===== src/rtl/axi_lite_regbank.sv =====
// AXI4-Lite register bank: parameterised register count/width, read-only status slots,
// one-entry AW/W holding buffers and B/R backpressure.

module axi_lite_regbank_reg #(
    parameter int                    DATA_WIDTH = 32,
    parameter logic [DATA_WIDTH-1:0] RESET_VAL  = '0
) (
    input  logic                    clk_i,
    input  logic                    rst_ni,
    input  logic                    we_i,
    input  logic [DATA_WIDTH/8-1:0] strb_i,
    input  logic [DATA_WIDTH-1:0]   data_i,
    output logic [DATA_WIDTH-1:0]   q_o
);
    logic [DATA_WIDTH-1:0] val_q, val_d;

    always_comb begin
        val_d = val_q;
        for (int b = 0; b < DATA_WIDTH/8; b++) begin
            if (we_i && strb_i[b]) val_d[8*b +: 8] = data_i[8*b +: 8];
        end
    end

    always_ff @(posedge clk_i or negedge rst_ni) begin
        if (!rst_ni) val_q <= RESET_VAL;
        else         val_q <= val_d;
    end

    assign q_o = val_q;
endmodule

module axi_lite_regbank #(
    parameter int                    ADDR_WIDTH = 32,
    parameter int                    DATA_WIDTH = 32,
    parameter int                    NUM_REGS   = 8,
    parameter logic [NUM_REGS-1:0]   RO_MASK    = '0,
    parameter logic [DATA_WIDTH-1:0] RESET_VAL  = '0
) (
    input  logic                           A_CLK,
    input  logic                           A_RESET_n,
    input  logic [ADDR_WIDTH-1:0]          AW_ADDR,
    input  logic                           AW_VALID,
    output logic                           AW_READY,
    input  logic [DATA_WIDTH-1:0]          W_DATA,
    input  logic [DATA_WIDTH/8-1:0]        W_STRB,
    input  logic                           W_VALID,
    output logic                           W_READY,
    output logic [1:0]                     B_RESP,
    output logic                           B_VALID,
    input  logic                           B_READY,
    input  logic [ADDR_WIDTH-1:0]          AR_ADDR,
    input  logic                           AR_VALID,
    output logic                           AR_READY,
    output logic [DATA_WIDTH-1:0]          R_DATA,
    output logic [1:0]                     R_RESP,
    output logic                           R_VALID,
    input  logic                           R_READY,
    input  logic [NUM_REGS*DATA_WIDTH-1:0] RO_IN,
    output logic [NUM_REGS*DATA_WIDTH-1:0] REG_OUT
);
    localparam int STRB_W = DATA_WIDTH/8;
    localparam int B      = $clog2(STRB_W);
    localparam int K      = $clog2(NUM_REGS);
    localparam logic [1:0] RESP_OKAY   = 2'b00;
    localparam logic [1:0] RESP_SLVERR = 2'b10;

    function automatic logic addr_oor(input logic [ADDR_WIDTH-1:0] a);
        return (a >> (B + K)) != '0;
    endfunction

    logic [NUM_REGS-1:0][DATA_WIDTH-1:0] regs;
    logic [NUM_REGS-1:0][DATA_WIDTH-1:0] ro_slots;
    assign ro_slots = RO_IN;
    assign REG_OUT  = regs;

    // Byte-offset bits never take part in decode.
    logic unused_addr_lsbs;
    assign unused_addr_lsbs = ^{AW_ADDR[B-1:0], AR_ADDR[B-1:0]};

    // ---------------- write path ----------------
    logic              aw_full_q, aw_full_d, aw_ready_q;
    logic [K-1:0]      aw_idx_q;
    logic              aw_err_q;
    logic              w_full_q, w_full_d, w_ready_q;
    logic [DATA_WIDTH-1:0] w_data_q;
    logic [STRB_W-1:0] w_strb_q;
    logic              b_valid_q;
    logic [1:0]        b_resp_q;
    logic              aw_hs, w_hs, commit;

    always_comb begin
        aw_hs     = AW_VALID & aw_ready_q;
        w_hs      = W_VALID & w_ready_q;
        commit    = aw_full_q & w_full_q & (~b_valid_q | B_READY);
        aw_full_d = commit ? 1'b0 : (aw_full_q | aw_hs);
        w_full_d  = commit ? 1'b0 : (w_full_q | w_hs);
    end

    always_ff @(posedge A_CLK or negedge A_RESET_n) begin
        if (!A_RESET_n) begin
            aw_full_q  <= 1'b0;
            aw_ready_q <= 1'b0;
            aw_idx_q   <= '0;
            aw_err_q   <= 1'b0;
            w_full_q   <= 1'b0;
            w_ready_q  <= 1'b0;
            w_data_q   <= '0;
            w_strb_q   <= '0;
            b_valid_q  <= 1'b0;
            b_resp_q   <= RESP_OKAY;
        end else begin
            aw_full_q  <= aw_full_d;
            aw_ready_q <= ~aw_full_d;
            w_full_q   <= w_full_d;
            w_ready_q  <= ~w_full_d;
            // Decode at accept time so the commit edge only needs a compare.
            if (aw_hs) begin
                aw_idx_q <= AW_ADDR[B+K-1:B];
                aw_err_q <= addr_oor(AW_ADDR) | RO_MASK[AW_ADDR[B+K-1:B]];
            end
            if (w_hs) begin
                w_data_q <= W_DATA;
                w_strb_q <= W_STRB;
            end
            if (commit) begin
                b_valid_q <= 1'b1;
                b_resp_q  <= aw_err_q ? RESP_SLVERR : RESP_OKAY;
            end else if (B_READY) begin
                b_valid_q <= 1'b0;
            end
        end
    end

    assign AW_READY = aw_ready_q;
    assign W_READY  = w_ready_q;
    assign B_VALID  = b_valid_q;
    assign B_RESP   = b_resp_q;

    for (genvar i = 0; i < NUM_REGS; i++) begin : g_reg
        if (RO_MASK[i]) begin : g_ro
            assign regs[i] = '0;
        end else begin : g_rw
            axi_lite_regbank_reg #(
                .DATA_WIDTH (DATA_WIDTH),
                .RESET_VAL  (RESET_VAL)
            ) u_reg (
                .clk_i  (A_CLK),
                .rst_ni (A_RESET_n),
                .we_i   (commit && !aw_err_q && (aw_idx_q == K'(i))),
                .strb_i (w_strb_q),
                .data_i (w_data_q),
                .q_o    (regs[i])
            );
        end
    end

    // ---------------- read path ----------------
    logic                  ar_ready_q, ar_hs;
    logic                  r_valid_q, r_valid_d;
    logic [DATA_WIDTH-1:0] r_data_q, r_data_d;
    logic [1:0]            r_resp_q, r_resp_d;
    logic [K-1:0]          rd_idx;

    always_comb begin
        ar_hs     = AR_VALID & ar_ready_q;
        rd_idx    = AR_ADDR[B+K-1:B];
        r_valid_d = ar_hs | (r_valid_q & ~R_READY);
        r_data_d  = r_data_q;
        r_resp_d  = r_resp_q;
        if (ar_hs) begin
            if (addr_oor(AR_ADDR)) begin
                r_data_d = '0;
                r_resp_d = RESP_SLVERR;
            end else if (RO_MASK[rd_idx]) begin
                r_data_d = ro_slots[rd_idx];
                r_resp_d = RESP_OKAY;
            end else begin
                r_data_d = regs[rd_idx];
                r_resp_d = RESP_OKAY;
            end
        end
    end

    always_ff @(posedge A_CLK or negedge A_RESET_n) begin
        if (!A_RESET_n) begin
            ar_ready_q <= 1'b0;
            r_valid_q  <= 1'b0;
            r_data_q   <= '0;
            r_resp_q   <= RESP_OKAY;
        end else begin
            // One read outstanding: address side reopens once R is consumed.
            ar_ready_q <= ~r_valid_d;
            r_valid_q  <= r_valid_d;
            r_data_q   <= r_data_d;
            r_resp_q   <= r_resp_d;
        end
    end

    assign AR_READY = ar_ready_q;
    assign R_VALID  = r_valid_q;
    assign R_DATA   = r_data_q;
    assign R_RESP   = r_resp_q;
endmodule


===== config.mk =====
export PLATFORM = sky130hd
export DESIGN_NAME = axi_lite_regbank
export DESIGN_NICKNAME = d
export VERILOG_FILES = /design/src/rtl/axi_lite_regbank.sv
export SDC_FILE = /design/constraint.sdc
export NUM_CORES = 1
export LEC_CHECK = 0
export BUFFER_PORTS_ARGS = -buffer_cell sky130_fd_sc_hd__buf_2
export CAP_MARGIN = 20
export CORE_AREA = 2 2 260 262
export CTS_BUF_LIST = sky130_fd_sc_hd__clkbuf_4 sky130_fd_sc_hd__clkbuf_8
export DETAILED_ROUTE_END_ITERATION = 10
export DIE_AREA = 0 0 262 264
export GPL_TIMING_DRIVEN = 0
export PLACE_DENSITY = 0.41
export SLEW_MARGIN = 20
export SYNTH_ARGS = -nofsm -noshare
export SYNTH_HDL_FRONTEND = slang
export SYNTH_SLANG_ARGS = --single-unit

===== constraint.sdc =====
create_clock -name A_CLK -period 4.1 [get_ports A_CLK]
set_input_delay 0.205 -clock A_CLK [delete_from_list [all_inputs] [get_ports A_CLK]]
set_output_delay 0.205 -clock A_CLK [all_outputs]
set_load 0.05 [all_outputs]

==> results by group <==
Clock network
  – Cts repair resizes: 0
  – Setup bufs post-CTS: 0
  – Root Driver: clkbuf_8
  – H-tree depth: 3
  – Max clock buf depth: 3
  – Clk Latency, worst-skew pair: 0.62 ns
  – Inserted Clock Buffers: 69
  – Reg clk slew, reported paths: 0.05 ns
  – Clock net sink count: 337
  – CTS tree: yes

Timing
  – Min Tclk post-route: between 2 and 2.5 ns
  – Fin. max-slew vios: 0
  – PnR worst setup slack: 1.640 ns
  – Final Hold Fails: 0
  – Final Skew: 0.01457 ns
  – Least-Margin Pin Slew: between 1 and 1.5 ns
  – F_max: 0.4066 GHz
  – Setup-failing EPs final: 0
  – Setup TNS: 0 ns
  – Worst hold slack: 0.08146 ns
  – Fin crit share: 59.99%
  – RSZ-0062 raised after global routing: false
  – Worst rel slew slack: 23.64%

Power
  – Power Dens Cells: 919.5 nW/um^2
  – Peak supply drop: 0.5161 mV
  – Leakage: 9.810 nW
  – Power Total: 18.17 mW

Finish
  – FF/Latch Area: 8433 sq um
  – Fin util: 29.68%
  – Filler Cell Count: 6,844
  – Commonest non-fill, non-tap cell in the layout: buf_2
  – Final net count: 1,793
  – Ratio of cells with drive above 1 in the final layout: 63.30%
  – Most frequent cells in the layout: buf_2 (413), dfrtp_1 (337), mux2_2 (296), clkbuf_8 (89), mux4_2 (64)
  – Multi-input logic area: 5974 sq um
  – Area Overhead vs Synth: 35.33%

Yosys
  – Post-synthesis cell area: 14,600 sq um
  – Post-synth top area share: around 58%
  – Top cells by area, synth: dfrtp_1 (58%), mux2_2 (23%), mux4_2 (9.9%), mux2i_1 (2.2%), nor2_2 (1.0%)
  – FF+latch count, synth: 337
  – Post-synth cell types: 30
  – Cells after Synth: 916
  – Post-Synthesis Mean Instance Area: 15.94 sq um
  – Ys Warns: 0
  – Cell taking the most area after synthesis: dfrtp_1
  – Seq/Total Area, Yosys: a little under 60%

Global route
  – Gr ovfl total: 0
  – Largest net degree at the start of global routing: between 90 and 100
  – Vias in the first global route: 11,200
  – First-pass GRT wire length: 80,630 um
  – Total GRT Usage: 16.30%
  – Initial antenna violation count: 8

Die
  – Row count: 95
  – Die footprint: ~69,000 sq um
  – Num ports: 660
  – Initial Util: 21.93%
  – Die X: roughly 260 um
  – Die Ht: 264 um
  – Core area: 66,560 sq um

Drt
  – Routed via count: around 10,000
  – Final ANT Viol Nets: 0
  – DRC Markers: 0
  – Overall routed net length: 56,090 um
  – Initial DRC count: 380
  – Post-DR wirelength/cell: about 24 um
  – Vias/cell: approximately 4.3
  – Detailed Routing Iterations Pass 1: 4

Critical path
  – Req. time, crit path: 4.60 ns
  – Worst Setup Path Type: flip-flop to flip-flop
  – Worst r2r src: aw_err_q
  – Crit end category: flip-flop
  – Reg2Reg Setup Slack: 1.64 ns
  – Crit start category: flip-flop
  – Worst reg2reg endpoint: g_reg[1].g_rw.u_reg.q_o[7]
  – Crit path max fanout: 8
  – R2r worst-path depth: 4
  – Crit path arrival time: a little under 3 ns

Placed design
  – IO Port Bufs: 394
  – DP HPWL: a little under 40,000 um
  – Place WS: 1.463 ns
  – Routability cong.: 0.7431

Worst hold path
  – Cells on Worst Hold Path: 5
  – Worst min path class: input port to flip-flop
  – Hold path start: AW_ADDR[5]
  – WHS Endpoint: aw_err_q

Run status
  – Status: finished, final reports clean

Job
  – Max cap viols: 0
[cells in the mapped netlist]
cell,number
nand2b_1,3
buf_2,17
conb_1,1
nor4_2,1
buf_4,4
and2_1,4
o21ai_0,8
nor2_1,2
nand3_1,5
mux2_2,296
clkbuf_2,1
o21ai_1,29
and2b_2,1
nor4b_2,1
buf_1,3
inv_1,5
mux2i_1,32
dfrtp_1,337
o21a_1,1
nor3_1,1
mux4_2,64
and4_1,1
nor4_1,11
nand2_1,37
nor3_4,4
nand4_4,4
clkbuf_1,12
or4_1,1
nand4_1,6
nor2_2,24
[how the worst max path moves through the flow]
stage / slack, ns / cells past startpoint / from / endpoint
after floorplan: 2.20 / 5 / B_VALID / g_reg[1].g_rw.u_reg.q_o[0]
after global placement: -4.28 / 1 / A_RESET_n / g_reg[1].g_rw.u_reg.q_o[13]
after detailed placement: 1.46 / 5 / AR_ADDR[2] / R_DATA[27]
after CTS: 1.57 / 3 / aw_err_q / g_reg[0].g_rw.u_reg.q_o[3]
after global routing: 1.45 / 3 / aw_err_q / g_reg[0].g_rw.u_reg.q_o[2]
final: 1.64 / 4 / aw_err_q / g_reg[1].g_rw.u_reg.q_o[7]
[sequential cells by signal, indices dropped and copies added, names as in the netlist, 3 cells and up]
name,cells
w_data_q,32
R_DATA,32
g.g_rw.u_reg.q_o,256
aw_idx_q,3
w_strb_q,4
[critical path: stages (launching register included)]
cell     delay, ns
dfrtp_1       0.49
nor2_1        0.38
nand4_1       0.29
nor2_2        0.78
mux2_2        0.41
[layer usage]
metal	wire length, um	up-vias	track usage, %
met1	24090	5286	20.90
li1	-	4470	-
met2	26940	354	26.71
met3	3933	72	4.932
met5	20	-	0
met4	1102	4	4.107
[logic make-up after synthesis]
logic type      after synthesis  share of synthesized area, %
mux                         392                         34.90
buf+inv                      42                         1.337
flops                       337                         57.76
simple gates                106                         4.654
compound gates               38                         1.320
other cells                   1                       0.02569
[power breakdown]
part / switching (mW) / internal (mW)
sequential: 1.37 / 4.68
combinational: 5.76 / 2.43
clock: 1.56 / 2.36
total: 8.70 / 9.47
[timing repair]
item	in CTS	in global routing
endpoints found under the setup margin	0	0
endpoints found under the hold margin	114	0
hold buffers	45	0
[stage by stage]
stage	cell area (sq um)	instances
2_1_floorplan	14600	917
3_3_place_gp	17670	2184
3_5_place_dp	17760	2187
4_1_cts	19740	2350
5_1_grt	19750	2354
6_report	19760	2355
[area by class of cell]
| type | count | share of cell area [%] |
|---|---|---|
| Buffer | 37 | 0.9120 |
| Timing Repair Buffer | 442 | 12.73 |
| Antenna cell | 5 | 0.06333 |
| Inverter | 5 | 0.09500 |
| Tap cell | 873 | 5.529 |
| Sequential cell | 337 | 42.69 |
| Clock inverter | 10 | 0.8233 |
| Multi-Input combinational cell | 538 | 30.24 |
| Clock buffer | 108 | 6.922 |
(Power assumes the default switching activity.)
